### src/rtl/stage_4_mem.sv
`default_nettype none
// ============================================================================
// Module      : stage_4_mem
// Description : Memory-access stage (stage 4) of the 5-stage in-order core.
//               Registers the execute-stage bundle and captures the synchronous
//               data-SRAM read response, keeping it valid across write-back
//               stalls. Performs load byte/halfword selection with sign or
//               zero extension, then picks load data or the ALU result.
//               Drives the write-back bundle and a decode-stage bypass bus.
// Ports       : clk, reset          - clock, synchronous active-high reset
//               valid_3, allow_4     - execute -> mem handshake
//               stage_3_to_4 [73:0]  - {rf_we, dest, res_from_mem, load_type,
//                                       alu_result, pc}
//               data_sram_rdata      - SRAM read data (valid in first cycle)
//               valid_4, allow_5     - mem -> write-back handshake
//               stage_4_to_5 [69:0]  - {rf_we, dest, final_result, pc}
//               fwd_4 [37:0]         - {fwd_we, fwd_dest, fwd_data}
// Revision    : 1.0 - initial release
// ============================================================================
module stage_4_mem (
    input  logic        clk,
    input  logic        reset,
    input  logic        valid_3,
    output logic        allow_4,
    input  logic [73:0] stage_3_to_4,
    input  logic [31:0] data_sram_rdata,
    output logic        valid_4,
    input  logic        allow_5,
    output logic [69:0] stage_4_to_5,
    output logic [37:0] fwd_4
);

    localparam logic [2:0] C_LD_W  = 3'b000;
    localparam logic [2:0] C_LD_B  = 3'b001;
    localparam logic [2:0] C_LD_H  = 3'b010;
    localparam logic [2:0] C_LD_BU = 3'b011;
    localparam logic [2:0] C_LD_HU = 3'b100;

    logic        valid_r;
    logic        first_r;
    logic [73:0] bus_r;
    logic [31:0] rdata_hold;

    // Bundle fields of the registered instruction
    logic        rf_we;
    logic [4:0]  dest;
    logic        res_from_mem;
    logic [2:0]  load_type;
    logic [31:0] alu_result;
    logic [31:0] pc;

    logic        accept;
    logic [1:0]  off;
    logic [31:0] load_word;
    logic [7:0]  load_byte;
    logic [15:0] load_half;
    logic [31:0] extracted;
    logic [31:0] final_result;
    logic        fwd_we;

    assign {rf_we, dest, res_from_mem, load_type, alu_result, pc} = bus_r;

    // No multi-cycle work here, so ready_go is constantly 1.
    assign allow_4 = !valid_r || allow_5;
    assign valid_4 = valid_r;
    assign accept  = valid_3 && allow_4;

    always_ff @(posedge clk) begin
        if (reset) begin
            valid_r    <= 1'b0;
            first_r    <= 1'b0;
            bus_r      <= '0;
            rdata_hold <= '0;
        end else begin
            if (allow_4) begin
                valid_r <= valid_3;
            end
            if (accept) begin
                bus_r <= stage_3_to_4;
            end
            // first_r marks the single cycle in which the SRAM response for
            // the resident instruction is on data_sram_rdata.
            first_r <= accept;
            if (first_r) begin
                rdata_hold <= data_sram_rdata;
            end
        end
    end

    // Live SRAM data in the first cycle, the captured copy afterwards, so a
    // stalled load keeps presenting the correct value.
    assign load_word = first_r ? data_sram_rdata : rdata_hold;
    assign off       = alu_result[1:0];

    always_comb begin
        load_byte = load_word[7:0];
        case (off)
            2'd1:    load_byte = load_word[15:8];
            2'd2:    load_byte = load_word[23:16];
            2'd3:    load_byte = load_word[31:24];
            default: load_byte = load_word[7:0];
        endcase
    end

    // off[0] is ignored: misaligned halfwords are not detected in this stage.
    assign load_half = off[1] ? load_word[31:16] : load_word[15:0];

    always_comb begin
        extracted = load_word;
        case (load_type)
            C_LD_W:  extracted = load_word;
            C_LD_B:  extracted = {{24{load_byte[7]}}, load_byte};
            C_LD_BU: extracted = {24'd0, load_byte};
            C_LD_H:  extracted = {{16{load_half[15]}}, load_half};
            C_LD_HU: extracted = {16'd0, load_half};
            default: extracted = load_word;
        endcase
    end

    assign final_result = res_from_mem ? extracted : alu_result;
    assign fwd_we       = valid_r && rf_we && (dest != 5'd0);

    assign stage_4_to_5 = {valid_r && rf_we, dest, final_result, pc};
    assign fwd_4        = {fwd_we, dest, final_result};

endmodule
`default_nettype wire

### config.mk
export PLATFORM = sky130hd
export DESIGN_NAME = stage_4_mem
export DESIGN_NICKNAME = d
export VERILOG_FILES = /design/src/rtl/stage_4_mem.sv
export SDC_FILE = /design/constraint.sdc
export NUM_CORES = 1
export LEC_CHECK = 0
export BUFFER_PORTS_ARGS = -buffer_cell sky130_fd_sc_hd__buf_4
export CAP_MARGIN = 30
export CORE_MARGIN = 2
export CORE_UTILIZATION = 53
export DETAILED_ROUTE_END_ITERATION = 10
export PLACE_DENSITY = 0.86
export SLEW_MARGIN = 5
export SYNTH_ARGS = -nofsm -noshare
export SYNTH_HDL_FRONTEND = slang
export SYNTH_SLANG_ARGS = --single-unit
### constraint.sdc
create_clock -name clk -period 6.5 [get_ports clk]
set_input_delay 1.95 -clock clk [delete_from_list [all_inputs] [get_ports clk]]
set_output_delay 1.95 -clock clk [all_outputs]
set_load 0.01 [all_outputs]
After elaboration in Yosys (flattened, before gate mapping)
Cells that the tools add are included.
Operators by class
  equal/unequal tests: 7
  muxes and demuxes: 5
  reductions and logical operators: 6
Operators with widths (count)
  one-hot mux 32 bit (4 select lines): 1
  two-way mux 32 bit: 2
  one-hot mux 8 bit (3 select lines): 1
  two-way mux 16 bit: 1
  == test 3 x 2 -> 1 bit (second input constant): 2
  nonzero test 5 bit: 1
  == test 2 bit (second input constant): 2
  == test 3 x 1 -> 1 bit (second input constant): 1
  == test 3 bit (second input constant): 1
  logical AND 1 bit: 3
  == test 2 x 1 -> 1 bit (second input constant): 1
  logical NOT 1 bit: 1
  logical OR 1 bit: 1
Word-level totals
  register bits: 108
  input bits: 110
  output and inout port bits: 110
  logic and storage cells: 22

Logic depth before layout (Yosys ltp)
Gate-level depths: netlist (run 1).
  word-level depth: 4
  gate-level depth with buffers: 8
  gate-level depth less buffers: 4

Worst setup path after synthesis (run 1)
Ideal clock, no wire load.
  kind: input to output
  start: input port data_sram_rdata[15]
  end: output port stage_4_to_5[53]
  arrival: 3475 ps
  data required time: 4550 ps
  path slack: 1075 ps
  cell stages on the path: 7
  buffers on the path: 3
  path through: mux2_4 or3_1 and4_1 buf_6 buf_6 o32a_1 buf_4
Between the ends
  word-level cells in the longest chain between the ends: 4
  elaborated cells between the ends (all ways): 5
  those cells by class: mux (5)
RTL lines
  start, declared: RTL line 26  | input logic [31:0] data_sram_rdata,
  two-way mux 32 bit *
  one-hot mux 8 bit (3 select lines) / two-way mux 16 bit (equally long branches): RTL line 97, 106
  one-hot mux 32 bit (4 select lines) *: RTL line 110  | case (load_type)
  two-way mux 32 bit *: RTL line 120  | assign final_result = res_from_mem ? extracted : alu_result;
  end, declared: RTL line 29  | output logic [69:0] stage_4_to_5,
Every way passes the cells marked *; elsewhere a longest branch is shown, timed or not.

Worst setup path in the final report (run 1)
  start: input port data_sram_rdata[31]
  end: output port fwd_4[9]
Between the ends
  word-level cells in the longest chain between the ends: 4
RTL lines
  two-way mux 32 bit
  one-hot mux 8 bit (3 select lines): RTL line 97  | case (off)
  one-hot mux 32 bit (4 select lines): RTL line 110
  two-way mux 32 bit: RTL line 120
  end, declared: RTL line 30  | output logic [37:0] fwd_4
Every way passes these cells.

==> impl_metrics.toml, run 1 <==
[floorplan]
die_h_um = 106
chipWidth_um = 106
io_pins = 220
initial_core_util = 0.537
rows = 37
dieArea_mm2 = 0.0111
core_region_area_mm2 = 0.0102

[routing]
num_vias = 5189
ant_nets = 0
wl_per_cell_um = 16.7
firstDrtPassIters = 5
viasPerCell = 5.56
drc = 0
wirelength_um = 15600
drtIter0Drc = 259

[synthesis]
synthFlopType = "dfxtp_1"
avgSynthCellArea_um2 = 8.01
ys_async_sr_fraction = 0
ys_warn_count = 0
yosys-top-cells-area = "dfxtp_1 (40%), nand2_1 (11%), buf_4 (10%)"
synthDominantCellAreaShare = 0.395
synthDistinctLibCells = 44
yosys_register_bits = 108
syn-instance-count = 683
synth_area_mm2 = 0.00547
synth.net_count = 793
yosysTopAreaCell = "dfxtp_1"
ys_seq_area_frac = 0.395
synth_edf_count = 0

[critical_path]
crit_buf_inv = 3
rr_worst_depth = 3
crit_slowest_cell = "mux2i_1"
crit_fanout = 17
startpoint_type = "input port"
critPathCaptureType = "primary output"
cp_num_cells = 7
path_delay_family = "compound AO/OA/AOI/OAI gates"
critPathMaxStageDelay_ns = 0.48
reg2reg_to = "rdata_hold[26]$_SDFF_PP0_"
worstPathRequired_ns = 4.55
reg2reg_from = "first_r$_SDFF_PP0_"
cpMostUsedCell = "buf_4"
path_cells = "buf_4, mux2i_1, a311oi_1, and4_1, buf_4, o32a_1, buf_4"
cp.arrival_ns = 3.87
critPathKind = "input port to primary output"
r2r_setup_slack_ns = 4.58

[layout]
layout_common_cells = "buf_4 (223), nand2_1 (155), dfxtp_1 (106)"
finalNonFillerCells = 934
layout_commonest_cell = "buf_4"
fin_nets = 903
layout-drive-gt1-share = 0.336
fin_util = 0.664
syn_to_final_growth_pct = 23.7
antenna_cells = 0
stdcell_area_mm2 = 0.00677

[outcome]
status = "complete, no violations"

[pwr]
power_frac_comb = 0.237
cellLeakagePower_nw = 2.90
pwr-share-seq = 0.493
clkPwrFrac = 0.270
power_density_mw_per_mm2 = 218
p_sw_frac = 0.302
p_sw_w = 0.000446
total_power_w = 0.00148
internal-power_w = 0.00103
worst_ir_drop_vdd_v = 0.000156

[global_route]
grt_max_degree = 76
grt_overflow = 0
grt_first_pass_wirelength_um = 24000
grt_pass1_vias = 4897
grt_usage = 0.270
antenna_found_initial = 0

[clocking]
clkSlewWorstSetupHoldPaths_ns = 0.10
cts_buffers = 9
post_cts_resized = 0
post-cts-setup-buffer-count = 0
worstSkewPairLatency_ns = 0.38
cts_max_path_buffers = 2
ctsHoldBuffers = 0
ctsRootBufferMaster = "clkbuf_8"
htree_levels = 3
cts_tree = "yes"
cts.sinks = 108

[placement]
dp_hpwl_um = 11100
portBuffers = 219
dpl-instance-area_mm2 = 0.00656
gp_congestion = 0.884
place_inst = 917

[timing]
maxSlewViolCount = 0
setup-tns-final_ns = 0
tightestPinTransition_ns = 0.881
slew_headroom = 0.412
finalSetupViolCount = 0
fin_crit_sh = 0.896
rsz0062_at_grt = "false"
hold_viol_final = 0
finClkSkew_ns = 0.00964
fin_crit_ns = 5.82
timing.fmax_mhz = 172

[hold_path]
hp-class = "flop to flop"
whs_path_depth = 2
min_from = "bus_r[7]$_SDFFE_PP0P_"
whs_endpoint = "bus_r[7]$_SDFFE_PP0P_"

[run]
cap_violations = 0
[worst register-to-register path: cells and delay by family (launching register included)]
family / cells / cell delay, ns
buffers and inverters: 1 / 0.38
flip-flops: 1 / 0.72
multiplexers: 1 / 0.60
AND/OR/NAND/NOR: 1 / 0.09
[cell type report]
type                            count  area, µm²
Fill cell                         858       3420
Sequential cell                   108       2160
Clock buffer                       10        138
Clock inverter                      6       51.3
Inverter                            2       7.51
Timing Repair Buffer              226       1730
Tap cell                          136        170
Multi-Input combinational cell    446       2510
[metrics by stage]
stage	hold slack (ns)	setup WS, ns
finish	0.461	0.679
global placement	0.442	0.826
global route	0.475	0.554
detailed placement	0.450	0.681
CTS	0.463	0.706
floorplan	0.432	1.08
[cell usage after synthesis (11+ instances only)]
| cell | number |
|---|---|
| a21oi_1 | 77 |
| buf_4 | 75 |
| clkbuf_1 | 34 |
| dfxtp_1 | 108 |
| mux2i_1 | 32 |
| nand2_1 | 156 |
| nor2_1 | 45 |
| o21ai_0 | 24 |
| o22ai_1 | 11 |
| o32a_1 | 24 |
[how the worst max path moves through the flow]
stage / startpoint / endpoint / slack, ns
after CTS: data_sram_rdata[31] / fwd_4[11] / 0.71
after detailed placement: data_sram_rdata[31] / fwd_4[11] / 0.68
after global placement: data_sram_rdata[31] / fwd_4[11] / 0.83
after global routing: data_sram_rdata[31] / fwd_4[9] / 0.55
final: data_sram_rdata[31] / fwd_4[9] / 0.68
after floorplan: data_sram_rdata[15] / stage_4_to_5[53] / 1.08
[per-layer routing]
layer  vias to the layer above  track usage  wire length, µm  share of wire
met4                         0        0.103              418          0.027
met3                        33       0.0668             1390          0.089
li1                       2473            -                -              -
met2                       258        0.465             7680           0.49
met1                      2425        0.323             6090           0.39
met5                         -            0                0              0
[power by group through the flow]
stage               registers [W]  clock network [W]  logic [W]
floorplan                0.000727                  0   0.000233
global placement         0.000744                  0   0.000335
detailed placement       0.000746                  0   0.000343
CTS                      0.000731           0.000406   0.000345
global route             0.000732           0.000430   0.000378
finish                   0.000728           0.000399   0.000350
[sequential cells by signal, indices dropped and copies added, names as in the netlist]
signal and count:
bus_r 74, rdata_hold 32, first_r 1, valid_4 1
[cell families (layout without fill, tap and decap cells)]
group / count (synthesis) / in the layout / share of synthesized area
buffers and inverters: 129 / 244 / 0.146
and+or+nand+nor: 233 / 233 / 0.178
xor gates and xnor gates: 1 / 1 / 0.00160
AOI/OAI and AO/OA: 175 / 175 / 0.209
DFF: 108 / 108 / 0.395
muxes: 37 / 37 / 0.0696
No activity file was read; power rests on OpenSTA's default activity.
==> run 2: changes to the inputs <==
--- a/config.mk
+++ b/config.mk
@@ -11,6 +11,8 @@
 export CORE_UTILIZATION = 53
 export DETAILED_ROUTE_END_ITERATION = 10
 export PLACE_DENSITY = 0.86
+export REMOVE_ABC_BUFFERS = 1
+export SETUP_SLACK_MARGIN = 0.5
 export SLEW_MARGIN = 5
 export SYNTH_ARGS = -nofsm -noshare
 export SYNTH_HDL_FRONTEND = slang
==> impl_metrics.toml, run 2 (synthesis gave the netlist of run 1 again) <==
[outcome]
status = "complete, no violations"

[layout]
stdcell_area_mm2 = 0.00683
layout-drive-gt1-share = 0.339
fin_nets = 907
finalNonFillerCells = 938
layout_common_cells = "buf_4 (228), nand2_1 (155), dfxtp_1 (106)"
antenna_cells = 0
largest-register = "bus_r"
nFillCells = 869
syn_to_final_growth_pct = 24.9
layout_commonest_cell = "buf_4"
largest_reg_flops = 74
top_regs = "bus_r: 74 flops, rdata_hold: 32 flops"
fin_util = 0.670

[pwr]
p_sw_frac = 0.286
worst_ir_drop_vdd_v = 0.000162
clkPwrFrac = 0.295
p_sw_w = 0.000438
pwr-share-seq = 0.476
power_density_mw_per_mm2 = 225
power_frac_comb = 0.229
cellLeakagePower_nw = 2.93
internal-power_w = 0.00109

[clocking]
htree_levels = 3
post-cts-setup-buffer-count = 0
worstSkewPairLatency_ns = 0.35
post_cts_resized = 0
cts_tree = "yes"
clkSlewWorstSetupHoldPaths_ns = 0.11
cts_max_path_buffers = 2
cts.sinks = 108
ctsRootBufferMaster = "clkbuf_8"
cts_buffers = 9
ctsHoldBuffers = 0

[placement]
portBuffers = 219
pre_cts_ws_ns = 0.646
gp_congestion = 0.809
dp_hpwl_um = 11100
place_inst = 921
dpl-instance-area_mm2 = 0.00659

[floorplan]
chipWidth_um = 106
initial_core_util = 0.537
core_region_area_mm2 = 0.0102
io_pins = 220
rows = 37
dieArea_mm2 = 0.0111
die_h_um = 106

[critical_path]
worstPathRequired_ns = 4.55
startpoint_type = "input port"
reg2reg_to = "bus_r[1]$_SDFFE_PP0P_"
crit_fanout = 14
cp-endpoint = "fwd_4[23]"
critPathCaptureType = "primary output"
critPathLaunch = "data_sram_rdata[15]"
reg2reg_from = "valid_4$_SDFFE_PP0N_"
rr_worst_depth = 5
r2r_setup_slack_ns = 4.56
cp.arrival_ns = 3.83
critPathKind = "input port to primary output"

[global_route]
grt_pass1_vias = 5092
grt_max_degree = 90
grt_first_pass_wirelength_um = 24600
grt_overflow = 0
grt_usage = 0.275
antenna_found_initial = 0

[timing]
slew_headroom = 0.349
tightestPinTransition_ns = 0.975
finClkSkew_ns = 0.00701
rsz0062_at_grt = "false"
finalSetupViolCount = 0
setup-tns-final_ns = 0
hold_viol_final = 0
maxSlewViolCount = 0
fin_crit_sh = 0.889
timing.fmax_mhz = 173
setup_ws_ns = 0.725
fin_crit_ns = 5.78

[hold_path]
hp-class = "flop to flop"
whs_path_depth = 2

[routing]
drtIter0Drc = 300
wirelength_um = 15700
firstDrtPassIters = 5
drc = 0
num_vias = 5149
wl_per_cell_um = 16.8
viasPerCell = 5.49
ant_nets = 0

[run]
cap_violations = 0
## run 2: cell count changes in the layout (fill, tap and decap cells not counted), moves of 2 or more
| cell | delta |
|---|---|
| inv_6 | -4 |
| bufinv_16 | +2 |
| buf_4 | +5 |
| clkinv_4 | +2 |
| buf_12 | -2 |
## run 2: power by group through the flow
stage	registers, W	logic [W]	clock network, W
global route	0.000735	0.000380	0.000489
finish	0.000730	0.000351	0.000453
CTS	0.000729	0.000351	0.000462
detailed placement	0.000744	0.000349	0
global placement	0.000742	0.000337	0
floorplan	0.000747	0.000150	0
## run 2: area by class of cell
cell class	instances	area, µm²	area share
clock buffer	9	124	0.0181
sequential	108	2160	0.317
inverter	2	7.51	0.00110
clock inverter	7	98.8	0.0145
tap	136	170	0.0249
multi-input combinational	446	2510	0.367
timing repair buffer	230	1750	0.257
## run 2: worst min path at each step
stage                            from                endpoint  slack, ns
2_1_floorplan  bus_r[73]$_SDFFE_PP0P_  bus_r[73]$_SDFFE_PP0P_       0.43
3_3_place_gp   bus_r[38]$_SDFFE_PP0P_  bus_r[38]$_SDFFE_PP0P_       0.44
3_5_place_dp   bus_r[25]$_SDFFE_PP0P_  bus_r[25]$_SDFFE_PP0P_       0.45
4_1_cts        bus_r[22]$_SDFFE_PP0P_  bus_r[22]$_SDFFE_PP0P_       0.46
5_1_grt        bus_r[18]$_SDFFE_PP0P_  bus_r[18]$_SDFFE_PP0P_       0.48
6_report       bus_r[28]$_SDFFE_PP0P_  bus_r[28]$_SDFFE_PP0P_       0.46
## run 2: worst max-delay path, stage by stage
cell    delay, ns
buf_4        0.12
mux2_4       0.27
or3_1        0.34
and4_1       0.35
buf_8        0.25
o32a_1       0.38
buf_4        0.16
## run 2: layer usage
metal,wire length [µm],global-route usage,vias to the layer above
li1,-,-,2489
met1,6250,0.308,2433
met2,8030,0.494,203
met3,1170,0.0792,24
met4,285,0.0987,0
met5,0,0,-
## run 2: through the flow
step                      power (W)  hold WS [ns]
final                       0.00153         0.462
after global routing        0.00160         0.484
after CTS                   0.00154         0.464
after detailed placement    0.00109         0.448
after global placement      0.00108         0.442
after floorplan            0.000897         0.426
==> run 3: changes to the inputs <==
--- a/config.mk
+++ b/config.mk
@@ -6,7 +6,7 @@
 export NUM_CORES = 1
 export LEC_CHECK = 0
 export BUFFER_PORTS_ARGS = -buffer_cell sky130_fd_sc_hd__buf_4
-export CAP_MARGIN = 30
+export CORE_ASPECT_RATIO = 0.5
 export CORE_MARGIN = 2
 export CORE_UTILIZATION = 53
 export DETAILED_ROUTE_END_ITERATION = 10
==> impl_metrics.toml, run 3 (synthesis gave the netlist of run 1 again) <==
[global_route]
grt_overflow = 0
grt_first_pass_wirelength_um = 22200
grt_pass1_vias = 4533
antenna_found_initial = 0
grt_usage = 0.248
grt_max_degree = 109

[placement]
place_inst = 920
dp_hpwl_um = 10100
portBuffers = 219
gp_congestion = 0.802
dpl-instance-area_mm2 = 0.00654

[clocking]
worstSkewPairLatency_ns = 0.34
cts_tree = "yes"
post-cts-setup-buffer-count = 0
cts_max_path_buffers = 2
ctsRootBufferMaster = "clkbuf_16"
clkSlewWorstSetupHoldPaths_ns = 0.07
post_cts_resized = 0
cts_buffers = 9
cts.sinks = 108
ctsHoldBuffers = 0
htree_levels = 3

[layout]
multi_input_area_mm2 = 0.00251
fin_nets = 901
nFillCells = 857
layout_commonest_cell = "buf_4"
largest-register = "bus_r"
antenna_cells = 0
layout-drive-gt1-share = 0.332
finalNonFillerCells = 935
layout_common_cells = "buf_4 (224), nand2_1 (155), dfxtp_1 (106)"
largest_reg_flops = 74
fin_util = 0.673
top_regs = "bus_r: 74 flops, rdata_hold: 32 flops"
regArea_mm2 = 0.00216
syn_to_final_growth_pct = 24.5
stdcell_area_mm2 = 0.00681

[routing]
wirelength_um = 14800
ant_nets = 0
drtIter0Drc = 452
viasPerCell = 5.38
drc = 0
num_vias = 5029
wl_per_cell_um = 15.8
firstDrtPassIters = 6

[critical_path]
critPathKind = "input port to primary output"
crit_slowest_cell = "and4_1"
cpMostUsedCell = "buf_4"
critPathMaxStageDelay_ns = 0.91
cp.arrival_ns = 3.88
startpoint_type = "input port"
path_delay_family = "simple AND/OR/NAND/NOR gates"
crit_fanout = 24
path_cells = "buf_4, mux2i_1, a311oi_1, and4_1, o32a_1, buf_4"
crit_buf_inv = 2
critPathCaptureType = "primary output"
worstPathRequired_ns = 4.55

[floorplan]
dieArea_mm2 = 0.0112
rows = 26
die_h_um = 75.8
io_pins = 220
core_region_area_mm2 = 0.0101
chipWidth_um = 148
initial_core_util = 0.540

[timing]
maxSlewViolCount = 0
slew_headroom = 0.221
setup-tns-final_ns = 0
finalSetupViolCount = 0
holdWs_ns = 0.455
fin_crit_sh = 0.897
timing.fmax_mhz = 172
tightestPinTransition_ns = 1.17
rsz0062_at_grt = "false"
finClkSkew_ns = 0.00616
fin_crit_ns = 5.83
hold_viol_final = 0

[outcome]
status = "complete, no violations"

[pwr]
power_density_mw_per_mm2 = 231
cellLeakagePower_nw = 2.91
worst_ir_drop_vdd_v = 0.000146

[hold_path]
hp-class = "flop to flop"

[run]
cap_violations = 0
-- run 3: cell count changes in the layout (fill, tap and decap cells not counted) --
cell	previous run	this run
buf_16	1	0
buf_4	228	224
buf_8	1	0
bufinv_16	2	0
clkbuf_1	0	1
clkbuf_16	0	9
clkbuf_8	9	1
clkinv_2	1	2
clkinv_4	2	1
inv_6	1	0
-- run 3: cell type report --
cell class,count,area share
clock buffers,11,0.0357
clock inverters,4,0.00386
inverters,2,0.00110
multi-input cells,446,0.369
flip-flops and latches,108,0.318
well taps,140,0.0257
repair buffers,224,0.247
-- run 3: power breakdown --
part / switching, W / internal [W] / leakage, nW / total [W]
logic: 0.000163 / 0.000173 / 1.89 / 0.000336
clock network: 0.000237 / 0.000268 / 0.131 / 0.000505
registers: 0.0000344 / 0.000699 / 0.888 / 0.000733
total: 0.000435 / 0.00114 / 2.91 / 0.00157
-- run 3: through the flow --
step | total power [W] | setup WS, ns
after floorplan | 0.000897 | 1.20
after global placement | 0.00107 | 0.822
after detailed placement | 0.00108 | 0.712
after CTS | 0.00158 | 0.710
after global routing | 0.00164 | 0.605
final | 0.00157 | 0.671
-- run 3: worst min-delay path: stages (launching register included) --
cell	delay, ns
dfxtp_1	0.31
nand2_1	0.05
a21oi_1	0.05
-- run 3: worst paths after layout --
| check | start | cells past startpoint | slack [ns] | to |
|---|---|---|---|---|
| setup reg to reg | valid_4$_SDFFE_PP0N_ | 5 | 4.58 | bus_r[56]$_SDFFE_PP0P_ |
| hold reg to reg | bus_r[17]$_SDFFE_PP0P_ | 2 | 0.46 | bus_r[17]$_SDFFE_PP0P_ |
| setup / recovery | data_sram_rdata[31] | 6 | 0.67 | stage_4_to_5[43] |
| hold / removal | bus_r[17]$_SDFFE_PP0P_ | 2 | 0.46 | bus_r[17]$_SDFFE_PP0P_ |
-- run 3: metal layers --
layer  share of wire  vias up  track usage
met4           0.013        0       0.0684
met1            0.43     2413        0.308
li1                -     2474            -
met3           0.047       16       0.0509
met2            0.51      126        0.452
met5               0        -            0
